==> src/rtl/set_bit_walker.sv <==
// Captures a word and walks its set bits one per step strobe, LSB- or MSB-first.
// Optional macro SET_BIT_WALKER_WRAP_EN: a step in DONE restarts the walk of the captured word.
module set_bit_walker #(
    parameter int WIDTH     = 10,
    parameter bit MSB_FIRST = 1'b0
) (
    input  logic                       clk_i,
    input  logic                       rstn_i,
    input  logic [WIDTH-1:0]           data_i,
    input  logic                       load_i,
    input  logic                       step_i,
    output logic [WIDTH-1:0]           onehot_o,
    output logic [$clog2(WIDTH)-1:0]   index_o,
    output logic [$clog2(WIDTH+1)-1:0] count_o,
    output logic                       valid_o,
    output logic                       done_o
);

    localparam int IDX_W = $clog2(WIDTH);
    localparam int CNT_W = $clog2(WIDTH+1);

    localparam logic [1:0] S_IDLE = 2'd0;
    localparam logic [1:0] S_WALK = 2'd1;
    localparam logic [1:0] S_DONE = 2'd2;

    logic [1:0]       state_q, state_d;
    logic [WIDTH-1:0] orig_q, orig_d;
    logic [WIDTH-1:0] rem_q, rem_d;
    logic [WIDTH-1:0] onehot_q, pick_d;
    logic [IDX_W-1:0] index_q, idx_d;
    logic [CNT_W-1:0] count_q, cnt_d;
    logic             valid_q, done_q;

    // Load has priority over step; in IDLE/DONE rem is always zero.
    always_comb begin
        state_d = state_q;
        orig_d  = orig_q;
        rem_d   = rem_q;
        if (load_i) begin
            orig_d  = data_i;
            rem_d   = data_i;
            state_d = (data_i != '0) ? S_WALK : S_DONE;
        end else if (step_i) begin
            case (state_q)
                S_WALK: begin
                    rem_d = rem_q & ~onehot_q;
                    if (rem_d == '0) state_d = S_DONE;
                end
`ifdef SET_BIT_WALKER_WRAP_EN
                S_DONE: begin
                    if (orig_q != '0) begin
                        rem_d   = orig_q;
                        state_d = S_WALK;
                    end
                end
`endif
                default: ;
            endcase
        end
    end

    // Outputs are derived from the next remainder so they land in the same edge.
    always_comb begin
        pick_d = '0;
        if (MSB_FIRST) begin
            for (int i = 0; i < WIDTH; i++) begin
                if (rem_d[i]) begin
                    pick_d    = '0;
                    pick_d[i] = 1'b1;
                end
            end
        end else begin
            pick_d = rem_d & (~rem_d + WIDTH'(1));
        end
    end

    always_comb begin
        idx_d = '0;
        cnt_d = '0;
        for (int i = 0; i < WIDTH; i++) begin
            if (pick_d[i]) idx_d = IDX_W'(i);
            cnt_d = cnt_d + CNT_W'(rem_d[i]);
        end
    end

    always_ff @(posedge clk_i) begin
        if (!rstn_i) begin
            state_q  <= S_IDLE;
            orig_q   <= '0;
            rem_q    <= '0;
            onehot_q <= '0;
            index_q  <= '0;
            count_q  <= '0;
            valid_q  <= 1'b0;
            done_q   <= 1'b0;
        end else begin
            state_q  <= state_d;
            orig_q   <= orig_d;
            rem_q    <= rem_d;
            onehot_q <= pick_d;
            index_q  <= idx_d;
            count_q  <= cnt_d;
            valid_q  <= (state_d == S_WALK);
            done_q   <= (state_d == S_DONE);
        end
    end

    assign onehot_o = onehot_q;
    assign index_o  = index_q;
    assign count_o  = count_q;
    assign valid_o  = valid_q;
    assign done_o   = done_q;

endmodule
==> config.mk <==
export PLATFORM = sky130hd
export DESIGN_NAME = set_bit_walker
export DESIGN_NICKNAME = d
export VERILOG_FILES = /design/src/rtl/set_bit_walker.sv
export SDC_FILE = /design/constraint.sdc
export NUM_CORES = 1
export LEC_CHECK = 0
export BUFFER_PORTS_ARGS = -buffer_cell sky130_fd_sc_hd__buf_2
export CAP_MARGIN = 20
export CORE_MARGIN = 3
export CORE_UTILIZATION = 40
export CTS_BUF_LIST = sky130_fd_sc_hd__clkbuf_8 sky130_fd_sc_hd__clkbuf_16
export DETAILED_ROUTE_END_ITERATION = 7
export GPL_TIMING_DRIVEN = 0
export PLACE_DENSITY = 0.69
export SYNTH_ARGS = -nofsm -noshare
export SYNTH_HDL_FRONTEND = slang
export SYNTH_SLANG_ARGS = --single-unit
==> constraint.sdc <==
create_clock -name clk_i -period 7.4 [get_ports clk_i]
set_input_delay 1.11 -clock clk_i [delete_from_list [all_inputs] [get_ports clk_i]]
set_output_delay 1.11 -clock clk_i [all_outputs]
set_load 0.1 [all_outputs]
==> results of run 1 <==
tightest hold or removal path, delay by kind of cell, from the launching register on:
kind            cells  cell delay, ns
simple gates        1            0.07
compound gates      2            0.17
flops               1            0.39
layer usage:
| layer | vias to the layer above | share of wire, % | GRT usage (%) |
|---|---|---|---|
| met5 | - | 0 | 0 |
| met2 | 50 | 47 | 27.0 |
| met3 | 5 | 6.5 | 4.99 |
| met4 | 0 | 1.5 | 7.72 |
| met1 | 730 | 45 | 22.7 |
| li1 | 728 | - | - |
final timing paths:
kind	cells after the start	endpoint	slack [ns]
max reg2reg	13	count_o[2]	3.57
max	15	count_o[2]	2.59
min reg2reg	3	index_o[1]	0.68
min	3	index_o[1]	0.68
power breakdown:
part | switching (mW) | internal, mW | leakage (nW)
sequential | 0.00590 | 0.182 | 0.254
combinational | 0.142 | 0.0520 | 0.617
clock | 0.0582 | 0.0728 | 0.0470
state kept, by name (all words and copies together) (netlist names):
register / count
rem_q: 10
onehot_o: 9
count_o: 4
index_o: 4
state_q: 2
done_o: 1
valid_o: 1
layout make-up:
type,count,area [sq um]
timing repair buffer,33,165
clock buffer,6,82.6
fill,404,2050
buffer,7,45.0
multi-input combinational,131,1010
clock inverter,1,5.00
tap,50,62.6
inverter,20,75.1
sequential,31,621
cell families after synthesis:
group,count (synthesis),share of synthesized area (%)
AOI/OAI and AO/OA,38,15.9
xor gates and xnor gates,1,0.500
DFF,31,35.4
adders and majority gates,10,9.71
and+or+nand+nor,82,31.6
buffers and inverters,27,6.86
metrics by stage:
stage                     utilization [%]  instance area (sq um)
final                                50.2                   2070
after global routing                 50.2                   2070
after CTS                            50.2                   2070
after detailed placement             48.1                   1980
after global placement               48.1                   1980
after floorplan                         -                   1750
Yosys cell counts, types with 2 or more instances:
master    number  area [sq um]
o22ai_1        3          18.8
a221oi_1       2          17.5
buf_4          3          22.5
or2_2          2          12.5
nor3b_1        3          22.5
and2_1        13          81.3
nor2b_1       12          75.1
ha_1           4          50.1
fa_1           6           120
a21oi_1        9          45.0
clkbuf_1       3          11.3
and4b_2        5          56.3
and2_2         2          15.0
nor4_2         2          25.0
and3_1         2          12.5
dfxtp_1       31           621
nand2b_1       5          31.3
inv_2          2          7.51
nand2_1        7          26.3
o21a_1         2          15.0
o21ai_0        8          40.0
nand3_1        2          10.0
a22oi_1        2          15.0
inv_1         18          67.6
nor3_1         3          15.0
nor2_1        12          45.0
cell usage in the layout (no fill, tap or decap), drive strengths merged, types with 4 or more instances in the layout:
cell type | synthesis | final
clkbuf | 3 | 9
nor2 | 12 | 12
a21oi | 9 | 9
nand2b | 6 | 6
buf | 4 | 37
and4b | 6 | 6
ha | 4 | 4
and2 | 15 | 15
nor3 | 4 | 4
inv | 20 | 20
nand2 | 7 | 7
dfxtp | 31 | 31
nor2b | 12 | 12
o21ai | 8 | 8
a221oi | 4 | 4
fa | 6 | 6
==> reports/qor.txt, run 1 <==
number of synthesized flops with an enable pin - 0
ys flop type - dfxtp_1
Tot Pwr - 512 uW
Yosys Warn Count - 0
Worst Clk Skew - 0.00381 ns
Crit path buffers/inverters - 6
# resized after CTS - 0
Req. time, crit path - 7.57 ns
Die Height - 72.2 um
Worst EP arrival - 4.98 ns
CP endpoint kind - flip-flop
GR Overflow Total - 0
drc violations - 0
depth of the CTS H-tree - 2
I/O Buffers - 33
Worst Hold Launch - onehot_o[7]
crit path from - load_i
Initial Util - 42.6%
placed insts - 272
clk root buf - clkbuf_8
Slew Limit Fails - 0
sequential share of the synthesized area - 35.4%
Max Buffers Root-to-Sink - 2
Hold Crit Class - flip-flop to flip-flop
worst-skew pair later-pin latency - 0.28 ns
total number of vias - 1,513
Final Hold Fails - 0
Total GRT Usage - 17.5%
# IOs - 34
Post-Syn Area - 1750 sq um
CTS hold repair buffers - 0
run status - finished clean
RSZ-0062 raised after global routing - false
Net count, final - 253
vias in the first global route - 1,510
hpwl dp - 3300 um
ant diodes - 0
Via-to-Cell Ratio - 5.42
worst path cell trace - buf_2 -> buf_4 -> buf_4 -> clkbuf_1 -> nor3b_1 -> a21oi_1 -> fa_1 -> fa_1 -> fa_1 -> inv_1 -> ha_1 -> inv_1 -> fa_1 -> xor2_1 -> and2_1
Starting DRT DRC Count - 93
worst-margin pin slew - 0.865 ns
final worst slack - 2.59 ns
share of post-route cells with drive strength above 1 - 29.3%
chip width - 72.2 um
max frequency - 208 MHz
crit-path leading delay family - adder cells
CTS Sinks - 31
Worst VDD drop - 176 uV
Avg WL per Cell - 15.0 um
P per Cell Area - 248 nW/um^2
fin crit period - 4.81 ns
Cell Rows - 23
setup slack after placement - 2.35 ns
slowest CP cell - fa_1
max incr delay on CP - 0.56 ns
Die ar. - 5210 sq um
cts bufs inserted - 5
slew margin rel. - 40.9%
Fin Setup TNS - 0 ns
CTS tree - built
syn avg cell area - 9.27 sq um
Detailed Route WL - 4190 um
crit start category - input port
Max-Cap Viols - 0
crit share post-route - 64.9%
gate count after technology mapping - 189
Synth async-reset ratio - 0%
synthesized net count - 213
Initial DRT Pass Iterations - 5
P_leak - 0.919 nW
post-CTS setup buffer count - 0
first-pass GRT wire length - 6960 um
Finished Layout Cells - 279
gpl congestion - 0.871
Worst Path Class, Setup - input port to flip-flop
area grow syn2layout - 18.0%
Critical Path Most Common Cell - fa_1
Reg clk slew, reported paths - 0.06 ns
core area - 4120 sq um
Crit Path Max Fanout - 10
pin count of the biggest net entering global routing - 11
Antenna Violating Nets Remaining - 0
Setup-failing EPs final - 0
Yosys cell types - 52
initial antenna violation count - 0
Yosys reg bits - 31
WHS - 0.675 ns
launch point of the worst reg-to-reg path - state_q[0]
Note: power is estimated with default switching activity, not from simulation.
==> run 2: changes to the inputs <==
- PLACE_DENSITY: 0.69 -> 0.71
- clock period: 7.4 -> 4.1 ns (I/O delays scaled with it)
==> run 2 against run 1 <==
Final cell count is 0.36% lower. Global-route usage is 0.35 points lower. Critical path depth is 2 lower. Flip-flop and latch count stayed put. Combinational power is 79% higher. Clock power is 82% higher. Register-to-register slack worse by 3.3 ns. Non-clock buffer count is 1 lower. Design area stayed put.
==> reports/qor.txt, run 2 (synthesis results as in run 1) <==
vias in the first global route - 1,388 (was 1,510)
Net count, final - 252 (was 253)
most common library cell in the layout ignoring fill and taps - buf_2 (unchanged)
Initial DRT Pass Iterations - 4 (was 5)
Via-to-Cell Ratio - 5.35 (was 5.42)
CP endpoint kind - flip-flop (unchanged)
initial antenna violation count - 0 (unchanged)
design area - 2070 sq um (unchanged)
Antenna Violating Nets Remaining - 0 (unchanged)
ant diodes - 0 (unchanged)
Cell Rows - 23 (unchanged)
area grow syn2layout - 18.0% (unchanged)
Setup-failing EPs final - 0 (unchanged)
Fin Setup TNS - 0 ns (unchanged)
r2r setup slk - 0.26 ns (was 3.57 ns)
slew margin rel. - 40.8% (was 40.9%)
Total GRT Usage - 17.1% (was 17.5%)
Tot Pwr - 926 uW (was 512 uW)
core area - 4120 sq um (unchanged)
cts bufs inserted - 5 (unchanged)
CTS hold repair buffers - 0 (unchanged)
Worst EP arrival - 4.03 ns (was 4.98 ns)
drc violations - 0 (unchanged)
run status - finished clean (unchanged)
chip width - 72.2 um (unchanged)
Hold Crit Class - input port to flip-flop (was flip-flop to flip-flop)
worst-margin pin slew - 0.866 ns (was 0.865 ns)
fillers - 390 (was 404)
first-pass GRT wire length - 6780 um (was 6960 um)
Die ar. - 5210 sq um (unchanged)
crit start category - input port (unchanged)
gpl congestion - 0.859 (was 0.871)
hpwl dp - 3190 um (was 3300 um)
Reg clk slew, reported paths - 0.06 ns (about the same)
Biggest register - rem_q (unchanged)
Slew Limit Fails - 0 (unchanged)
multi-input logic area - 1010 sq um (about the same)
Worst Path Class, Setup - input port to flip-flop (unchanged)
DP Area - 1980 sq um (unchanged)
Crit Path Max Fanout - 19 (was 10)
placed insts - 272 (unchanged)
Worst Clk Skew - 0.00477 ns (was 0.00381 ns)
max frequency - 259 MHz
Max Buffers Root-to-Sink - 2 (unchanged)
Finished Layout Cells - 278 (was 279)
Avg WL per Cell - 14.7 um (was 15.0 um)
WHS - 0.641 ns (was 0.675 ns)
CTS Sinks - 31 (unchanged)
pin count of the biggest net entering global routing - 20 (was 11)
worst-skew pair later-pin latency - 0.28 ns (about the same)
RSZ-0062 raised after global routing - false (unchanged)
Detailed Route WL - 4090 um (was 4190 um)
CTS tree - built (unchanged)
total number of vias - 1,488 (was 1,513)
P per Cell Area - 448 nW/um^2 (was 248 nW/um^2)
Req. time, crit path - 4.27 ns (was 7.57 ns)
depth of the CTS H-tree - 2 (unchanged)
Final Hold Fails - 0 (unchanged)
I/O Buffers - 33 (unchanged)
clk root buf - clkbuf_8 (unchanged)
Worst VDD drop - 210 uV (was 176 uV)
share of post-route cells with drive strength above 1 - 29.8% (was 29.3%)
Max-Cap Viols - 0 (unchanged)
# IOs - 34 (unchanged)
crit share post-route - 94.1%
P_leak - 0.918 nW (was 0.919 nW)
register area - 621 sq um (unchanged)
GR Overflow Total - 0 (unchanged)
Starting DRT DRC Count - 176 (was 93)
commonest cells after routing, fill and taps aside - buf_2, dfxtp_1, inv_1 (unchanged)
max reg flops - 10 (unchanged)
Initial Util - 42.6% (unchanged)
fin crit period - 3.86 ns
Die Height - 72.2 um (unchanged)
run 2: area by class of cell:
cell class | count | share of cell area, %
plain buffers | 6 | 2.00
clock buffers | 6 | 4.00
clock inverters | 1 | 0.242
inverters | 20 | 3.63
multi-input cells | 131 | 49.1
flip-flops and latches | 31 | 30.0
well taps | 50 | 3.03
repair buffers | 33 | 7.99
run 2: path summary, 6_finish.rpt:
path / start / to / cells after the start
worst max-delay path: load_i / count_o[2] / 13
worst min register to register: onehot_o[8] / rem_q[8] / 2
worst max register to register: state_q[0] / count_o[2] / 12
worst min-delay path: rstn_i / rem_q[5] / 2
run 2: power by group:
group          internal, mW  switching (mW)  total [mW]
registers             0.328          0.0109       0.339
logic                0.0934           0.255       0.348
clock network         0.131           0.107       0.239
run 2: stage by stage:
step	worst slack [ns]	util [%]
CTS	0.208	50.2
global placement	-0.439	48.1
floorplan	0.0513	-
detailed placement	-0.453	48.1
finish	0.243	50.2
global route	0.0136	50.2
run 2: per-layer routing:
layer / GRT usage (%) / vias to the layer above / routed length, um
met1: 23.5 / 692 / 1790
met2: 25.7 / 61 / 1920
li1: - / 729 / -
met3: 4.43 / 6 / 341
met4: 6.68 / 0 / 48
met5: 0 / - / 0
run 2: what timing repair did:
action                                  CTS  global route
endpoints found under the setup margin    2             0
resized for setup                         1             0
setup buffers                             0             0
run 2: critical path: stages:
cell and delay [ns]:
buf_2 0.11, buf_4 0.17, buf_4 0.20, a21oi_1 0.43, fa_1 0.53, fa_1 0.57, fa_1 0.40, inv_1 0.08
ha_1 0.18, inv_1 0.06, fa_1 0.38, xor2_1 0.15, and2_1 0.15
==> run 3: changes to the inputs <==
- ABC_AREA: default -> 1
- PLACE_DENSITY: 0.71 -> 0.72
==> run 3 against run 2 <==
Area after synthesis shrank 3.6%. Global-route usage fell by 1.6 points. Utilization grew 1.5 points. Critical path type unchanged. Worst hold slack worse by 0.013 ns. Register-to-register slack improved by 0.40 ns. Combinational power down 2%. First-iteration DRC count decreased by 27%. Power decreased by 2.1%. Synthesized cell count grew 14%. Wire length fell by 12%. Design area fell by 3.6%.
==> reports/qor.txt, run 3 <==
crit path from - step_i (was load_i)
CTS tree - built (unchanged)
NetSw - 376 uW (was 373 uW)
cts bufs inserted - 5 (unchanged)
# IOs - 34 (unchanged)
Antenna Violating Nets Remaining - 0 (unchanged)
P_int - 529 uW (was 553 uW)
chip width - 71.0 um (was 72.2 um)
worst-margin pin slew - 0.519 ns (was 0.866 ns)
setup slack after placement - 0.382 ns (was -0.453 ns)
Comb pwr share - 37.6% (about the same)
most numerous cell in the Yosys netlist - nor2_1 (was dfxtp_1)
launch point of the worst reg-to-reg path - state_q[0] (unchanged)
Setup-failing EPs final - 0 (unchanged)
worst-skew pair later-pin latency - 0.28 ns (about the same)
max reg flops - 10 (unchanged)
Via-to-Cell Ratio - 4.70 (was 5.35)
max incr delay on CP - 0.57 ns (about the same)
clk root buf - clkbuf_8 (unchanged)
Yosys reg bits - 31 (unchanged)
Die Height - 71.0 um (was 72.2 um)
hold depth - 4 (was 2)
GR Overflow Total - 0 (unchanged)
Initial DRT Pass Iterations - 4 (unchanged)
Max-Cap Viols - 0 (unchanged)
Cell Rows - 22 (was 23)
Post-Syn Area - 1690 sq um (was 1750 sq um)
Util after Layout - 51.7% (was 50.2%)
Biggest register - rem_q (unchanged)
vias in the first global route - 1,407 (was 1,388)
# resized after CTS - 0 (was 1)
Total GRT Usage - 15.5% (was 17.1%)
Die ar. - 5040 sq um (was 5210 sq um)
Sw Share - 41.6% (was 40.3%)
RSZ-0062 raised after global routing - false (unchanged)
number of synthesized flops with an enable pin - 0 (unchanged)
Req. time, crit path - 4.25 ns (was 4.27 ns)
Avg WL per Cell - 11.9 um (was 14.7 um)
CP endpoint kind - flip-flop (unchanged)
gpl congestion - 0.895 (was 0.859)
worst reg2reg path endpoint - count_o[2] (unchanged)
Flop pwr share - 37.1% (was 36.6%)
Max Buffers Root-to-Sink - 2 (unchanged)
share of post-route cells with drive strength above 1 - 28.9% (was 29.8%)
Crit Path Max Fanout - 6 (was 19)
r2r setup slk - 0.66 ns (was 0.26 ns)
drc violations - 0 (unchanged)
final worst slack - 0.650 ns (was 0.243 ns)
ys flop type - dfxtp_1 (unchanged)
I/O Buffers - 32 (was 33)
syn avg cell area - 7.82 sq um (was 9.27 sq um)
CTS hold repair buffers - 0 (unchanged)
slowest CP cell - fa_1 (unchanged)
fin crit period - 3.45 ns (was 3.86 ns)
Yosys cell types - 29 (was 52)
Tot Pwr - 906 uW (was 926 uW)
Initial Util - 43.8% (was 42.6%)
Net count, final - 279 (was 252)
total number of vias - 1,430 (was 1,488)
crit start category - input port (unchanged)
ranking of synthesized cells by area - dfxtp_1, nor2_1, nand2_1, fa_1, inv_1 (was dfxtp_1, fa_1, and2_1, nor2b_1, inv_1)
max frequency - 290 MHz (was 259 MHz)
run status - finished clean (unchanged)
WHS Endpoint - rem_q[2] (was rem_q[5])
Worst Hold Launch - rem_q[2] (was rstn_i)
reg2reg path depth - 13 (was 12)
Synth async-reset ratio - 0% (unchanged)
ant diodes - 0 (unchanged)
initial antenna violation count - 0 (unchanged)
first-pass GRT wire length - 6190 um (was 6780 um)
commonest cells after routing, fill and taps aside - nor2_1, nand2_1, buf_2 (was buf_2, dfxtp_1, inv_1)
depth of the CTS H-tree - 2 (unchanged)
P_leak - 0.997 nW (was 0.918 nW)
CTS Sinks - 31 (unchanged)
sequential share of the synthesized area - 36.7% (was 35.4%)
Critical Path Most Common Cell - fa_1 (unchanged)
Hold Crit Class - flip-flop to flip-flop (was input port to flip-flop)
gate count after technology mapping - 216 (was 189)
slew margin rel. - 65.1% (was 40.8%)
hpwl dp - 2970 um (was 3190 um)
Worst Clk Skew - 0.00903 ns (was 0.00477 ns)
Starting DRT DRC Count - 128 (was 176)
Yosys Warn Count - 0 (unchanged)
Fin Setup TNS - 0 ns (unchanged)
Slew Limit Fails - 0 (unchanged)
Worst EP arrival - 3.60 ns (was 4.03 ns)
pin count of the biggest net entering global routing - 11 (was 20)
cell taking the most area after synthesis - dfxtp_1 (unchanged)
commonest cells in the netlist - nor2_1, nand2_1, dfxtp_1, inv_1 (was dfxtp_1, inv_1, and2_1, nor2_1, nor2b_1)
area grow syn2layout - 18.0% (about the same)
most common library cell in the layout ignoring fill and taps - nor2_1 (was buf_2)
Reg clk slew, reported paths - 0.06 ns (about the same)
worst path cell trace - buf_2 -> nand3_2 -> nand2_1 -> nand2_1 -> inv_1 -> fa_1 -> fa_1 -> fa_1 -> inv_1 -> ha_1 -> inv_1 -> fa_1 -> xnor2_1 -> nor2_1 (was buf_2 -> buf_4 -> buf_4 -> a21oi_1 -> fa_1 -> fa_1 -> fa_1 -> inv_1 -> ha_1 -> inv_1 -> fa_1 -> xor2_1 -> and2_1)
P per Cell Area - 455 nW/um^2 (was 448 nW/um^2)
Worst VDD drop - 352 uV (was 210 uV)
Yosys top cell area share - 36.7% (was 35.4%)
clock share of power - 25.2% (was 25.8%)
Final Hold Fails - 0 (unchanged)
core area - 3850 sq um (was 4120 sq um)
Detailed Route WL - 3620 um (was 4090 um)
synthesized net count - 240 (was 213)
Worst Path Class, Setup - input port to flip-flop (unchanged)
crit share post-route - 84.2% (was 94.1%)
post-CTS setup buffer count - 0 (unchanged)
[run 3: cell count changes after synthesis, moves of 6 or more]
| cell | previous run | this run |
|---|---|---|
| nand2_1 | 7 | 38 |
| nor2_1 | 12 | 40 |
| and2_1 | 13 | 0 |
| inv_1 | 18 | 30 |
| nor2b_1 | 12 | 0 |
| nand2_2 | 0 | 8 |
| nand4_1 | 1 | 8 |
| inv_2 | 2 | 8 |
[run 3: power groups by stage]
stage                     clock, mW  sequential, mW  combinational, mW
final                         0.228           0.337              0.341
after global routing          0.245           0.339              0.371
after CTS                     0.232           0.336              0.345
after detailed placement          0           0.342              0.343
after global placement            0           0.342              0.339
after floorplan                   0           0.477              0.149
[run 3: final cells by class]
cell class              instances  area (sq um)
flip-flops and latches         31           621
well taps                      48          60.1
inverters                      38           143
clock inverters                 3          15.0
fillers                       387          1860
clock buffers                   5          68.8
multi-input cells             142           880
plain buffers                   5          46.3
repair buffers                 32           160
[run 3: how the worst max path moves through the flow]
stage,to,slack (ns),depth (start not counted)
floorplan,count_o[2],0.38,15
global placement,count_o[2],0.39,14
detailed placement,count_o[2],0.38,14
CTS,count_o[2],0.67,14
finish,count_o[2],0.65,14
global route,count_o[2],0.50,13
[run 3: through the flow]
| step | std cells | hold slack [ns] | area (sq um) |
|---|---|---|---|
| 3_3_place_gp | 296 | 0.612 | 1910 |
| 3_5_place_dp | 296 | 0.623 | 1910 |
| 2_1_floorplan | 216 | 0.576 | 1690 |
| 5_1_grt | 304 | 0.648 | 1990 |
| 6_report | 304 | 0.628 | 1990 |
| 4_1_cts | 304 | 0.623 | 1990 |
[run 3: per-layer routing]
metal	share of wire, %	wire (um)	global-route usage (%)	up-vias
met1	45	1630	19.9	644
met3	5.8	210	3.69	5
met5	0	0	0	-
met2	47	1720	25.3	40
met4	1.6	58	5.64	0
li1	-	-	-	741
[run 3: worst max-delay path: cells and delay by family]
kind | cells | cell delay, ns
adder cells (fa/ha/maj) | 5 | 2.02
buffers and inverters | 4 | 0.52
XOR/XNOR | 1 | 0.14
AND/OR/NAND/NOR | 4 | 0.32
[run 3: kinds of logic after synthesis]
kind of cell,count (synthesis),share of synthesized area (%)
AO/OA/AOI/OAI,14,5.48
XOR/XNOR,1,0.519
flip-flops,31,36.7
adder cells (fa/ha/maj),10,10.1
AND/OR/NAND/NOR,117,36.0
buffers and inverters,43,11.2
